**config.mk**
```make
export PLATFORM = sky130hd
export DESIGN_NAME = fetch_stage
export DESIGN_NICKNAME = d
export VERILOG_FILES = /design/src/rtl/fetch_stage.sv
export SDC_FILE = /design/constraint.sdc
export NUM_CORES = 1
export LEC_CHECK = 0
export CAP_MARGIN = 25
export CORE_MARGIN = 8
export CORE_UTILIZATION = 46
export CTS_CLUSTER_SIZE = 12
export DETAILED_ROUTE_END_ITERATION = 8
export MAX_ROUTING_LAYER = met4
export PLACE_DENSITY_LB_ADDON = 0.05
export RECOVER_POWER = 100
export SYNTH_ARGS = -nofsm -noshare
export SYNTH_HDL_FRONTEND = slang
export SYNTH_SLANG_ARGS = --single-unit
```
**constraint.sdc**
```tcl
create_clock -name clk -period 6.3 [get_ports clk]
set_input_delay 0.63 -clock clk [delete_from_list [all_inputs] [get_ports clk]]
set_output_delay 0.63 -clock clk [all_outputs]
set_load 0.1 [all_outputs]
```
**src/rtl/fetch_stage.sv**
```systemverilog
// fetch_stage: PC register, 1-cycle synchronous imem read, and a small
// credit-controlled output FIFO feeding decode over valid/ready.
`default_nettype none

module fetch_stage #(
  parameter int              XLEN     = 32,
  parameter logic [XLEN-1:0] RESET_PC = '0,
  parameter int              DEPTH    = 2
) (
  input  logic            clk,
  input  logic            reset,
  input  logic            redirect_valid,
  input  logic [XLEN-1:0] redirect_pc,
  output logic            imem_req,
  output logic [XLEN-1:0] imem_addr,
  input  logic [XLEN-1:0] imem_rdata,
  output logic            valid_out,
  input  logic            ready_out,
  output logic [XLEN-1:0] pc_out,
  output logic [XLEN-1:0] instr_out
);

  localparam int AW = (DEPTH > 1) ? $clog2(DEPTH) : 1;
  localparam int CW = $clog2(DEPTH + 1);

  logic [XLEN-1:0]   pc_q;
  logic [XLEN-1:0]   req_pc_q;
  logic              inflight_q;
  logic [AW-1:0]     rd_ptr_q;
  logic [AW-1:0]     wr_ptr_q;
  logic [CW-1:0]     count_q;
  logic [CW-1:0]     count_d;
  logic [2*XLEN-1:0] mem_q [DEPTH];

  logic              pop;
  logic              push;
  logic              issue;
  logic [CW:0]       credit;
  logic              unused_pc_lsbs;

  assign unused_pc_lsbs = ^redirect_pc[1:0];

  always_comb begin
    valid_out = (count_q != '0) && !redirect_valid;
    pop       = valid_out && ready_out;
    push      = inflight_q && !redirect_valid;
    // Slots already committed: buffered words plus the read still in flight.
    credit    = {1'b0, count_q} + (CW+1)'(inflight_q) - (CW+1)'(pop);
    issue     = !reset && !redirect_valid && (credit < (CW+1)'(DEPTH));
    imem_req  = issue;
    imem_addr = pc_q;
    pc_out    = '0;
    instr_out = '0;
    if (count_q != '0) begin
      pc_out    = mem_q[rd_ptr_q][2*XLEN-1:XLEN];
      instr_out = mem_q[rd_ptr_q][XLEN-1:0];
    end
  end

  always_comb begin
    count_d = count_q;
    if (push && !pop) begin
      count_d = count_q + CW'(1);
    end else if (!push && pop) begin
      count_d = count_q - CW'(1);
    end
  end

  always_ff @(posedge clk or posedge reset) begin
    if (reset) begin
      pc_q       <= RESET_PC;
      req_pc_q   <= RESET_PC;
      inflight_q <= 1'b0;
      rd_ptr_q   <= '0;
      wr_ptr_q   <= '0;
      count_q    <= '0;
    end else if (redirect_valid) begin
      pc_q       <= {redirect_pc[XLEN-1:2], 2'b00};
      inflight_q <= 1'b0;
      rd_ptr_q   <= '0;
      wr_ptr_q   <= '0;
      count_q    <= '0;
    end else begin
      inflight_q <= issue;
      if (issue) begin
        pc_q     <= pc_q + XLEN'(4);
        req_pc_q <= pc_q;
      end
      if (push) begin
        wr_ptr_q <= wr_ptr_q + AW'(1);
      end
      if (pop) begin
        rd_ptr_q <= rd_ptr_q + AW'(1);
      end
      count_q <= count_d;
    end
  end

  always_ff @(posedge clk) begin
    if (push) begin
      mem_q[wr_ptr_q] <= {req_pc_q, imem_rdata};
    end
  end

  a_no_overflow: assert property (@(posedge clk) disable iff (reset)
    push |-> (count_q != CW'(DEPTH)));

endmodule

`default_nettype wire

```
==> results of run 1 <==
cell type report:
class,instances,area (sq um),area share
Multi-Input combinational cell,400,2430,0.235
Timing Repair Buffer,169,1660,0.161
Clock inverter,10,106,0.0103
Inverter,7,26.3,0.00254
Tap cell,225,282,0.0272
Sequential cell,189,5350,0.517
Clock buffer,22,485,0.0469
layer usage:
| metal | GRT usage | wire length [microns] |
|---|---|---|
| met1 | 0.225 | 8240 |
| met4 | 0.0724 | 382 |
| met5 | - | 0 |
| met3 | 0.0355 | 959 |
| met2 | 0.287 | 9380 |
metrics by stage:
step	area (sq um)	hold slack [ns]	util	total power [mW]	setup slack, ns
after floorplan	8020	0.442	-	1.97	0.0305
after global placement	9780	0.450	0.569	2.15	1.90
after detailed placement	9810	0.456	0.571	2.16	1.85
after CTS	10400	0.471	0.605	3.22	2.05
after global routing	10300	0.483	0.602	3.28	1.09
final	10300	0.471	0.602	3.17	1.40
logic make-up after synthesis:
group,Yosys count,synth area share
flip-flops,189,0.668
multiplexers,62,0.0775
adder cells (fa/ha/maj),2,0.00406
other,1,0.000468
AO/OA/AOI/OAI,73,0.0701
buffers and inverters,50,0.0291
AND/OR/NAND/NOR,253,0.142
XOR/XNOR,6,0.00890
path summary, 6_finish.rpt:
kind                                startpoint       endpoint  slack [ns]  depth (start not counted)
worst max-delay path            redirect_valid       imem_req        1.40                          9
worst min-delay path              req_pc_q[31]   mem_q[1][63]        0.47                          0
worst max register to register      count_q[1]  imem_addr[31]        2.38                         10
worst min register to register    req_pc_q[31]   mem_q[1][63]        0.47                          0
max in group asynchronous                reset   req_pc_q[24]        2.85                          3
min in group asynchronous                reset     count_q[1]        1.05                          2
sequential cells by signal (all words and copies together), names as in the netlist:
signal      count
inflight_q      1
wr_ptr_q        1
mem_q         124
count_q         2
req_pc_q       30
rd_ptr_q        1
imem_addr      30
cells in the final DEF (no fill, tap or decap), drive strengths merged, types with 6 or more instances in the layout:
cell / n
inv: 9
clkbuf: 28
or4: 7
nand4: 8
clkinv: 6
clkdlybuf4s50: 30
o311ai: 29
nor2: 67
and3: 7
dlygate4sd3: 128
nand2: 123
o211ai: 20
nand3: 13
dfrtp: 65
edfxtp: 124
mux2i: 62
worst max-delay path: cells and delay by family:
kind / cells / cell delay (ns)
and+or+nand+nor: 3 / 0.88
adders and majority gates: 1 / 0.51
AOI/OAI and AO/OA: 1 / 0.16
buffers and inverters: 4 / 2.07
power by group:
group	total, mW	switching [mW]	internal (mW)
Combinational	0.602	0.453	0.149
Clock	1.06	0.458	0.597
Sequential	1.51	0.0792	1.43
Total	3.17	0.991	2.18
==> results.ini, run 1 <==
[clock_network]
cts.root.buffer_cell=clkbuf_16
cts_bufs_inserted=17
numClockSinks=189
clk_pin_slew_ns=0.06
cts_htree_levels=4
clock_path_buffers=2
cts_tree=built
post_cts.resized_instances=0
post-cts-setup-buffers=0
clk_latency_worst_skew_pair_ns=0.42
cts.hold.buffers_added=0

[drt]
wl_microns=19000
initialDrtViolationCount=365
dr.pass1.iters=4
antenna_violating_nets_post_route=0
via_per_inst=5.46
routed-via-count=5581
drt_drc_violations_left=0
route.detailed.wl_per_inst_microns=18.5

[worst_setup_path]
end_kind=output port
timing.critical_path.slowest_cell_delay_ns=0.87
cp_slowest_cell=clkbuf_1
worst_ep_required_time_ns=5.67
worst_setup_path_start_kind=input pin
timing.setup.critical_path_class=in -> out
worst-path-max-fanout=42
arrival_time_of_data_at_the_critical_path_endpoint_ns=4.27
timing.critical_path.cells=dlygate4sd3_1, nor3_1, o21ai_0, fa_1, nor2b_1, nand3_2, buf_4, inv_1, clkbuf_1

[floorplanning]
die_h_microns=148
placement_rows=48
top_level_ports=166
design.die.area_sq_um=21900
initial_core_util=0.466
coreArea_sq_um=17200
chipWidth_microns=148

[yosys]
synth-async-reset-ratio=0.344
netlist-cell-type-count=51
yosys_warns=0
syn_avg_cell_area_sq_um=12.6
synthTopCellsByArea=edfxtp_1 (46%), dfrtp_1 (20%), mux2i_1 (7.7%)
synth_most_common_cell=edfxtp_1
syn-cell-area_sq_um=8010
ys.flop_type=edfxtp_1
synth_top_cell_by_area=edfxtp_1
synth_cells=636
netlist.area_leader.share=0.465
total_of_flip_flops_plus_latches_after_synthesis=189
synth.cells.most_frequent=edfxtp_1 (124), nand2_1 (123), nor2_1 (67)
sequential_cell_area_fraction_in_the_yosys_report=0.668
synth-edff-count=124

[sta]
finalHoldViolCount=0
max_freq_mhz=204
accumulated_negative_setup_slack_ns=0
layout_min_cycle_time_ns=4.90
report.final.slew_viol_count=98
maxSlewHeadroom=-1.46
report.final.setup_viol=0
finalCritPeriodShare=0.778
clock-skew-final_ns=0.00708
worst_slew_pin_slew_ns=3.69
rsz0062_at_grt=no

[power_and_ir_drop]
power.density_nw_per_um2=306
leakage_nw=3.93
peakVddDrop_mv=0.205

[layout]
fraction_of_final_layout_cells_sized_beyond_drive_strength_1=0.0552
final_net_count=854
antenna_cells=0
layout_area_overhead_pct=29.1
nFillCells=1396
final_cell_count_no_fill=1022

[grt]
globalRoute.totalOverflow=0
antenna_found_initial=0
grt_first_pass_wirelength_microns=30300
largest_net_degree_at_the_start_of_global_routing=64
grt_use_total=0.181
first_global_vias=5739

[placement]
buffer_ports.inserted=159
gpl.final_weighted_congestion=0.854
dpl.hpwl_microns=12400
placed_cells_incl_taps=989

[status]
outcome=complete, but fails checks
failed_checks=capacitance limit, slew limit

[worst_hold_path]
timing.hold.worst.class=reg -> reg

[flow_run]
max_cap_viol_count=2

(Power assumes the default switching activity.)
==> run 2: changes to the inputs <==
==> constraint.sdc (replaced) <==
create_clock -name clk -period 4.54 [get_ports clk]
set_input_delay 0.454 -clock clk [delete_from_list [all_inputs] [get_ports clk]]
set_output_delay 0.454 -clock clk [all_outputs]
set_load 0.1 [all_outputs]
==> run 2 against run 1 <==
Effect of this change:
- the run still ends with capacitance limit, slew limit left
- power up 41%
- cell count up 0.20%
- register-to-register slack worse by 1.6 ns
- wire length down 0.42%
- die area unchanged
- global-route usage about the same
- sequential power up 38%
- utilization up 0.19 points
- setup slack worse by 0.91 ns
- first-iteration DRC count down 16%
- via count about the same
==> results.ini, run 2 (synthesis results as in run 1) <==
[worst_setup_path]
timing.setup.critical_path_class=reg -> out
end_kind=output port
worst_ep_required_time_ns=4.09
arrival_time_of_data_at_the_critical_path_endpoint_ns=3.59
worst-path-max-fanout=63
timing.reg2reg.worst_path_depth=8
worst_setup_path_start_kind=flip-flop

[drt]
drt_drc_violations_left=0
met3WireLength_microns=963
met2_length_microns=9060
routed-via-count=5580
top_layer_in_use=met4
initialDrtViolationCount=308
antenna_violating_nets_post_route=0
via_per_inst=5.45
met1Wirelength_microns=8530
wl_microns=18900
route.detailed.wl_per_inst_microns=18.4
dr.pass1.iters=5

[layout]
finalInstanceArea_sq_um=10400
nFillCells=1407
most-common-layout-cells=dlygate4sd3_1 (125), edfxtp_1 (124), nand2_1 (123)
layout_commonest_cell=dlygate4sd3_1
final_util=0.604
fraction_of_final_layout_cells_sized_beyond_drive_strength_1=0.0602
largest_register_ff_count=124
final_net_count=855
max_flop_register=mem_q
layout_area_overhead_pct=29.6

[placement]
buffer_ports.inserted=159
dpl.hpwl_microns=12600
detailedPlace.worstSlack_ns=0.732
placed_area_sq_um=9820
gpl.final_weighted_congestion=0.825

[clock_network]
cts_tree=built
clock_path_buffers=2
clk_latency_worst_skew_pair_ns=0.43
cts.hold.buffers_added=0
clk_pin_slew_ns=0.07
numClockSinks=189
cts_htree_levels=4
cts_bufs_inserted=17
cts.root.buffer_cell=clkbuf_16
post_cts.resized_instances=0
post-cts-setup-buffers=0

[power_and_ir_drop]
net-switching-power_mw=1.40
power.internal_mw=3.07
swShare=0.313
leakage_nw=3.93
power.share.combinational=0.188
peakVddDrop_mv=0.251
design_power_total_mw=4.46
power.density_nw_per_um2=430
power.sequential.fraction=0.468
clock_network_fraction_of_design_power=0.344

[sta]
rsz0062_at_grt=no
report.final.slew_viol_count=159
maxSlewHeadroom=-0.259
clock-skew-final_ns=0.00774
max_freq_mhz=247
accumulated_negative_setup_slack_ns=0
finalHoldViolCount=0
report.final.setup_viol=0
layout_min_cycle_time_ns=4.05
finalCritPeriodShare=0.891
minimum_setup_slack_in_the_final_design_ns=0.493
worst_slew_pin_slew_ns=1.89

[grt]
largest_net_degree_at_the_start_of_global_routing=64
grt_use_total=0.181
grt_first_pass_wirelength_microns=30200
globalRoute.totalOverflow=0
first_global_vias=5727
antenna_found_initial=1

[worst_hold_path]
timing.hold.worst.class=reg -> reg
whs_path_depth=0

[floorplanning]
chipWidth_microns=148
top_level_ports=166
placement_rows=48
initial_core_util=0.466
coreArea_sq_um=17200
design.die.area_sq_um=21900
die_h_microns=148

[status]
outcome=complete, but fails checks
failed_checks=capacitance limit, slew limit

[flow_run]
max_cap_viol_count=3

## run 2: changes by cell type in the layout (fill, tap and decap cells not counted), sizes merged
cell	change
inv	+4
clkbuf	-3
clkinv	-3
dlygate4sd3	-3
bufinv	+2
clkdlybuf4s50	+2
clkinvlp	+2
diode	+1
## run 2: final timing paths
kind / startpoint / end / slack (ns)
worst min-delay path: req_pc_q[31] / mem_q[1][63] / 0.47
min in group asynchronous: reset / req_pc_q[28] / 0.92
worst min register to register: req_pc_q[31] / mem_q[1][63] / 0.47
worst max-delay path: count_q[1] / pc_out[13] / 0.49
worst max register to register: count_q[1] / imem_addr[17] / 0.80
max in group asynchronous: reset / rd_ptr_q / 1.00
## run 2: cell type report
type	count	area, sq um	share of cell area
Antenna cell	1	2.50	0.000241
Clock buffer	17	425	0.0410
Clock inverter	15	183	0.0176
Inverter	7	26.3	0.00253
Multi-Input combinational cell	400	2440	0.235
Sequential cell	189	5350	0.516
Tap cell	225	282	0.0271
Timing Repair Buffer	170	1670	0.161
## run 2: power groups by stage
stage	clock network, mW	logic, mW	registers, mW
2_1_floorplan	0	0.449	2.28
3_3_place_gp	0	0.868	2.12
3_5_place_dp	0	0.877	2.13
4_1_cts	1.56	0.880	2.09
5_1_grt	1.65	0.887	2.11
6_report	1.53	0.839	2.09
## run 2: worst max-delay path, stage by stage (launching register included)
cell             delay [ns]
dfrtp_1                0.62
nor2_1                 0.11
clkbuf_2               0.75
nor2_1                 0.47
clkdlybuf4s50_1        1.20
## run 2: routing by layer
layer | track usage | vias to the layer above
li1 | - | 2623
met3 | 0.0376 | 25
met1 | 0.232 | 2735
met5 | - | -
met4 | 0.0668 | 0
met2 | 0.280 | 197
## run 2: through the flow
stage,hold slack [ns],cells
detailed placement,0.456,991
CTS,0.474,1023
global route,0.490,1024
global placement,0.451,991
finish,0.469,1024
floorplan,0.442,639
==> run 3: changes to the inputs <==
--- a/config.mk
+++ b/config.mk
@@ -13,6 +13,7 @@
 export MAX_ROUTING_LAYER = met4
 export PLACE_DENSITY_LB_ADDON = 0.05
 export RECOVER_POWER = 100
+export SKIP_CTS_REPAIR_TIMING = 1
 export SYNTH_ARGS = -nofsm -noshare
 export SYNTH_HDL_FRONTEND = slang
 export SYNTH_SLANG_ARGS = --single-unit
==> results of run 3 <==
No change in the layout: final DEF, timing and power equal those of run 2.
